File: config.mk
export PLATFORM = sky130hd
export DESIGN_NAME = rd_wait_responder
export DESIGN_NICKNAME = d
export VERILOG_FILES = /design/src/rtl/rd_wait_responder.sv
export SDC_FILE = /design/constraint.sdc
export NUM_CORES = 1
export LEC_CHECK = 0
export BUFFER_PORTS_ARGS = -buffer_cell sky130_fd_sc_hd__buf_2
export CAP_MARGIN = 20
export CELL_PAD_IN_SITES_DETAIL_PLACEMENT = 1
export CELL_PAD_IN_SITES_GLOBAL_PLACEMENT = 1
export CORE_MARGIN = 4
export CORE_UTILIZATION = 41
export CTS_BUF_LIST = sky130_fd_sc_hd__clkbuf_4 sky130_fd_sc_hd__clkbuf_8
export DETAILED_ROUTE_END_ITERATION = 6
export MAX_ROUTING_LAYER = met4
export PLACE_DENSITY_LB_ADDON = 0.1
export SLEW_MARGIN = 0
export SYNTH_ARGS = -nofsm -noshare
export SYNTH_HDL_FRONTEND = slang
export SYNTH_SLANG_ARGS = --single-unit
File: constraint.sdc
create_clock -name clk -period 2.3 [get_ports clk]
set_input_delay 0.23 -clock clk [delete_from_list [all_inputs] [get_ports clk]]
set_output_delay 0.23 -clock clk [all_outputs]
set_load 0.02 [all_outputs]
File: src/rtl/rd_wait_responder.sv
// Peripheral-side responder for the rd/ws/ds read strobes: inserts wait_cfg ws cycles, captures read data on ds.
// Optional RD_TIMEOUT_EN: abandons a transaction after TMO rd cycles without ds and pulses tmo_err.
module rd_wait_responder #(
  parameter int DW    = 8,
  parameter int AW    = 4,
  parameter int CNT_W = 3,
  parameter int TMO   = 15
) (
  input  logic             clk,
  input  logic             rst_n,
  input  logic             rd,
  input  logic             ds,
  input  logic [CNT_W-1:0] wait_cfg,
  input  logic [AW-1:0]    addr_in,
  output logic [AW-1:0]    mem_addr,
  input  logic [DW-1:0]    mem_rdata,
  output logic             ws,
  output logic [DW-1:0]    out_data,
  output logic             out_valid,
  input  logic             out_ready,
  output logic             busy,
`ifdef RD_TIMEOUT_EN
  output logic             tmo_err,
`endif
  output logic             ovf
);

  typedef enum logic [1:0] {IDLE, WAIT, READY} state_t;

  state_t           state, state_nxt;
  logic [CNT_W-1:0] cnt, cnt_nxt;
  logic             start, cap, tmo;

  if (TMO < 1) begin : g_tmo_chk
    $error("TMO must be at least 1");
  end

`ifdef RD_TIMEOUT_EN
  localparam int TW = $clog2(TMO + 1);
  logic [TW-1:0] rdcnt;

  // ds on the same edge as the limit takes priority over the timeout
  always_comb tmo = (state != IDLE) && rd && !ds && (rdcnt == TW'(TMO - 1));

  always_ff @(posedge clk or negedge rst_n) begin
    if (!rst_n) begin
      rdcnt   <= '0;
      tmo_err <= 1'b0;
    end else begin
      tmo_err <= tmo;
      if (start)                    rdcnt <= '0;
      else if (state != IDLE && rd) rdcnt <= rdcnt + 1'b1;
    end
  end
`else
  assign tmo = 1'b0;
`endif

  always_comb begin
    state_nxt = state;
    cnt_nxt   = cnt;
    start     = 1'b0;
    cap       = 1'b0;
    case (state)
      IDLE: if (rd) begin
        start     = 1'b1;
        cnt_nxt   = wait_cfg;
        state_nxt = (wait_cfg != '0) ? WAIT : READY;
      end
      WAIT: begin
        if (ds) begin
          cap       = 1'b1;
          state_nxt = IDLE;
        end else if (rd) begin
          if (cnt != '0)         cnt_nxt   = cnt - 1'b1;
          if (cnt == CNT_W'(1))  state_nxt = READY;
        end
      end
      READY: if (ds) begin
        cap       = 1'b1;
        state_nxt = IDLE;
      end
      default: state_nxt = IDLE;
    endcase
    if (tmo) state_nxt = IDLE;
  end

  assign busy = (state != IDLE);

  always_ff @(posedge clk or negedge rst_n) begin
    if (!rst_n) begin
      state     <= IDLE;
      cnt       <= '0;
      ws        <= 1'b0;
      mem_addr  <= '0;
      out_data  <= '0;
      out_valid <= 1'b0;
      ovf       <= 1'b0;
    end else begin
      state <= state_nxt;
      cnt   <= cnt_nxt;
      ws    <= (state_nxt == WAIT);
      if (start) mem_addr <= addr_in;
      // a held, unaccepted word blocks capture; the new word is lost and flagged
      if (cap && !(out_valid && !out_ready)) begin
        out_data  <= mem_rdata;
        out_valid <= 1'b1;
      end else begin
        if (cap)                   ovf       <= 1'b1;
        if (out_valid && out_ready) out_valid <= 1'b0;
      end
    end
  end

endmodule

# Word level (Yosys, flattened, before mapping)
# Cells that the tools add are included.
# totals
regBits	20
output_inout_bits	16
wordCells	49
# classes
add_sub_neg	1
n_eq_ne	8
muxes	18
bitwise	1
n_reduce_logical	14
# op_table
cell	count
2-bit 2-to-1 mux	6
3-bit 2-to-1 mux	4
2-bit inequality test (second input constant)	4
1-bit 2-to-1 mux	6
2-bit case mux with 3 select lines	1
3-bit case mux with 2 select lines	1
2-bit nonzero test	3
3-bit nonzero test	2
5-bit AND reduction	1
2-bit by 1-bit equality test with 1-bit output (second input constant)	2
3-bit by 1-bit equality test with 1-bit output (second input constant)	1
1-bit logical AND	3
3-bit by 1-bit subtractor with 3-bit output (second input constant)	1
2-bit equality test (second input constant)	1
1-bit zero test	2
2-bit zero test	1
2-bit AND reduction	1
2-bit OR reduction	1
1-bit inverter	1

# Depth between registers and ports, before layout
# logic_depth
ltp_word	6
ltp_mapped	7
depth_no_buf	6

# Worst setup path after synthesis
# No wires, ideal clock.
# synth_path
kind	reg-to-reg
startpoint	register state[0]
endpoint	register out_data[0]
arrival_ns	1.385
t_required_ns	2.175
path_slack_ns	0.791
stages_incl_launch_ff	7
n_path_buf	1
period_less_slack_ns	1.509
path_cell_list	dfrtp_1 -> inv_1 -> ha_1 -> nand2_1 -> nor2b_1 -> buf_2 -> mux2_2
# synth_between
elab_chain_cells	4
# synth_rtl
item	line	rtl
start, declared	30	state_t state, state_nxt;
start signal, assigned	100	state <= state_nxt;
2-bit equality test / 2-bit by 1-bit equality test with 1-bit output (equally long branches)	64	case (state)
2-bit OR reduction (no source line) *	--	
1-bit 2-to-1 mux *	--	
1-bit logical AND *	105	if (cap && !(out_valid && !out_ready)) begin
end signal, assigned	106	out_data <= mem_rdata;
end, declared	18	output logic [DW-1:0] out_data,
# Mark *: on every way between the ends. The rest lies on a longest branch, timed or not.
# A chain may end at the register's enable or synchronous reset.

# Worst setup path after layout
# layout_path
startpoint	register state[1]
endpoint	register cnt[2]
# layout_between
elab_chain_cells	3
# layout_rtl
item	line	rtl
2-bit by 1-bit equality test with 1-bit output / 2-bit zero test (equally long branches)	64	
2-bit inequality test (no source line) / 2-bit nonzero test (equally long branches)	--	
5-bit AND reduction (no source line)	--	
end signal, assigned	101	cnt <= cnt_nxt;
end, declared	31	logic [CNT_W-1:0] cnt, cnt_nxt;
# Parallel ways exist; a longest one is shown, timed or not.

==> results.json <==
{
  "outcome": "complete, no violations",
  "grt_use_met1": 0.178,
  "grt_pass1_vias": 823,
  "io_pins": 36,
  "fp.dieH_um": 56.9,
  "routed_wirelength_mm": 2.05,
  "slew-limit-headroom": 0.713,
  "clkSlewWorstSetupHoldPaths_ns": 0.10,
  "synth_top_area_cell": "dfrtp_1",
  "syn_inst": 82,
  "syn_nets": 109,
  "synth_area_leaders": "dfrtp_1 (51%), mux2_2 (14%), ha_1 (9.0%), nor2_1 (2.7%), nor2b_1 (2.6%)",
  "synth_commonest_cells": "dfrtp_1 (20), mux2_2 (12), ha_1 (7), nor2_1 (7), inv_1 (6)",
  "synth_xor_area_frac": 0,
  "n_antenna_cell": 0,
  "power.leakage_nw": 0.614,
  "top_usage_layer": "met2",
  "fillers": 275,
  "final_nets": 149,
  "fmax_mhz": 613,
  "syn_to_final_growth_pct": 24.6,
  "clock_latency_ns": 0.29,
  "ys_seq_elements": 20,
  "overflow": 0,
  "via_per_inst": 4.95,
  "die_w_um": 56.9,
  "synth.top_cell.area_share": 0.512,
  "crit_type": "register to register",
  "drv_cap": 0,
  "numPortBuffers": 35,
  "cts_tree": "done",
  "path_max_fanout": 8,
  "holdCritPathClass": "input pin to register",
  "muxShareOfSynthArea": 0.159,
  "drt_iter0_markers": 18,
  "crit_required_ns": 2.49,
  "drc": 0,
  "async_flop_share": 1.00,
  "synth_adder_area_share": 0.0895,
  "crit_arrival_ns": 1.82,
  "root_buffer": "clkbuf_4",
  "rsz0062_at_grt": "false",
  "yosysWarnings": 0,
  "met2_usage": 0.238,
  "synth_top_family_by_area": "multiplexers",
  "clock_skew_ns": 0.00332,
  "fin_crit_ns": 1.63,
  "cts_made_buffers": 3,
  "synth_compound_area_frac": 0.0818,
  "cts.sinks": 20,
  "seq_area_frac_synth": 0.512,
  "timing.final.max_slew_violations": 0,
  "synth_edf_count": 0,
  "ir_worst_vdd_v": 0.000769,
  "synth_area_per_cell_um2": 11.9,
  "syn_area_um2": 978,
  "cp-end-kind": "register",
  "synthSimpleGateAreaFrac": 0.121,
  "ant_nets": 0,
  "htree_levels": 1,
  "start_util": 0.438,
  "place_congestion": 0.713,
  "hold_viol_final": 0,
  "p_total_w": 0.00163,
  "grt_usage": 0.149,
  "dp_hpwl_mm": 1.64,
  "start_kind": "register",
  "num_vias": 732,
  "grt_first_pass_wirelength_mm": 3.64,
  "setup_viol": 0,
  "grt_util_met3": 0.0391,
  "period_share": 0.710,
  "power.density_nw_per_um2": 1340,
  "rows": 17,
  "synth_flop_cell": "dfrtp_1",
  "first_pass_iters": 3,
  "synth_cell_type_count": 23,
  "grt_max_degree": 21,
  "die_area_um2": 3230,
  "finalSetupTns_ns": 0,
  "wire_per_inst_um": 13.9,
  "layout.cells.non_filler": 148,
  "max_slew.worst_pin.slew_ns": 0.431,
  "coreArea_um2": 2230,
  "ctsLongestPathBuffers": 2,
  "post-synth-top-count-cell": "dfrtp_1",
  "dp.cells": 144,
  "layout-drive-gt1-share": 0.458,
  "antenna_found_initial": 0
}
repair_timing:
| item | in CTS | in global routing |
|---|---|---|
| endpoints found under the hold margin | 20 | 0 |
| gates resized for setup | 0 | 0 |
| buffers inserted | 0 | 0 |
| hold buffers | 1 | 0 |
state kept, by name (all words and copies together) (netlist names):
name / flops
state: 2
ws: 1
out_data: 8
mem_addr: 4
cnt: 3
out_valid: 1
ovf: 1
worst paths after layout:
kind                                    from          end  slack [ns]  cells after the start
worst max-delay path                state[1]       cnt[2]        0.67                      6
worst min-delay path            mem_rdata[5]  out_data[5]        0.16                      2
worst max register to register      state[1]       cnt[2]        0.67                      6
worst min register to register           ovf          ovf        0.49                      1
max in group asynchronous              rst_n  out_data[6]        1.58                      2
min in group asynchronous              rst_n  out_data[5]        0.42                      2
cell families after synthesis:
logic type	count (synthesis)
fa+ha+maj	7
simple gates	20
mux	14
buf+inv	9
compound gates	12
flops	20
power by group:
| group | total (W) | switching (W) | internal [W] |
|---|---|---|---|
| clock network | 0.000158 | 0.0000972 | 0.0000609 |
| registers | 0.000618 | 0.0000929 | 0.000525 |
| logic | 0.000856 | 0.000496 | 0.000360 |
| total | 0.00163 | 0.000686 | 0.000946 |
final cells by class:
type,count,area [um^2],share of cell area
inverter,7,26.3,0.0216
clock buffer,3,22.5,0.0185
timing repair buffer,37,193,0.158
multi-input combinational,53,442,0.362
sequential,20,500,0.411
tap,28,35.0,0.0287
cell usage in the layout, fill, tap and decap left out, types with 2 or more instances in the layout:
master / n
mux2_2: 12
nor2b_1: 4
clkbuf_4: 3
mux2i_1: 2
dfrtp_1: 20
inv_1: 6
a21oi_1: 2
buf_2: 35
o21ai_0: 2
a31oi_1: 3
nand2_1: 4
nor2_1: 7
ha_1: 7
routing by layer:
layer | part of all wire | vias up | wire (um)
met5 | 0 | - | 0
met4 | 0.018 | 0 | 36
met3 | 0.061 | 5 | 125
met2 | 0.47 | 25 | 973
met1 | 0.45 | 344 | 920
li1 | - | 358 | -
worst max-delay path, cell delays in order (launching register included):
cell,delay (ns)
dfrtp_1,0.44
inv_1,0.10
ha_1,0.30
inv_2,0.09
nor3_2,0.19
o21ai_1,0.17
o22a_1,0.24
metrics by stage:
stage	cell area, um^2	util	worst slack [ns]	hold WS [ns]
after global placement	1190	0.531	0.718	0.193
after CTS	1220	0.546	0.652	0.149
after detailed placement	1190	0.531	0.678	0.204
after global routing	1220	0.546	0.528	0.146
after floorplan	978	-	0.791	-0.0656
final	1220	0.546	0.668	0.161
Note: power is estimated with default switching activity, not from simulation.
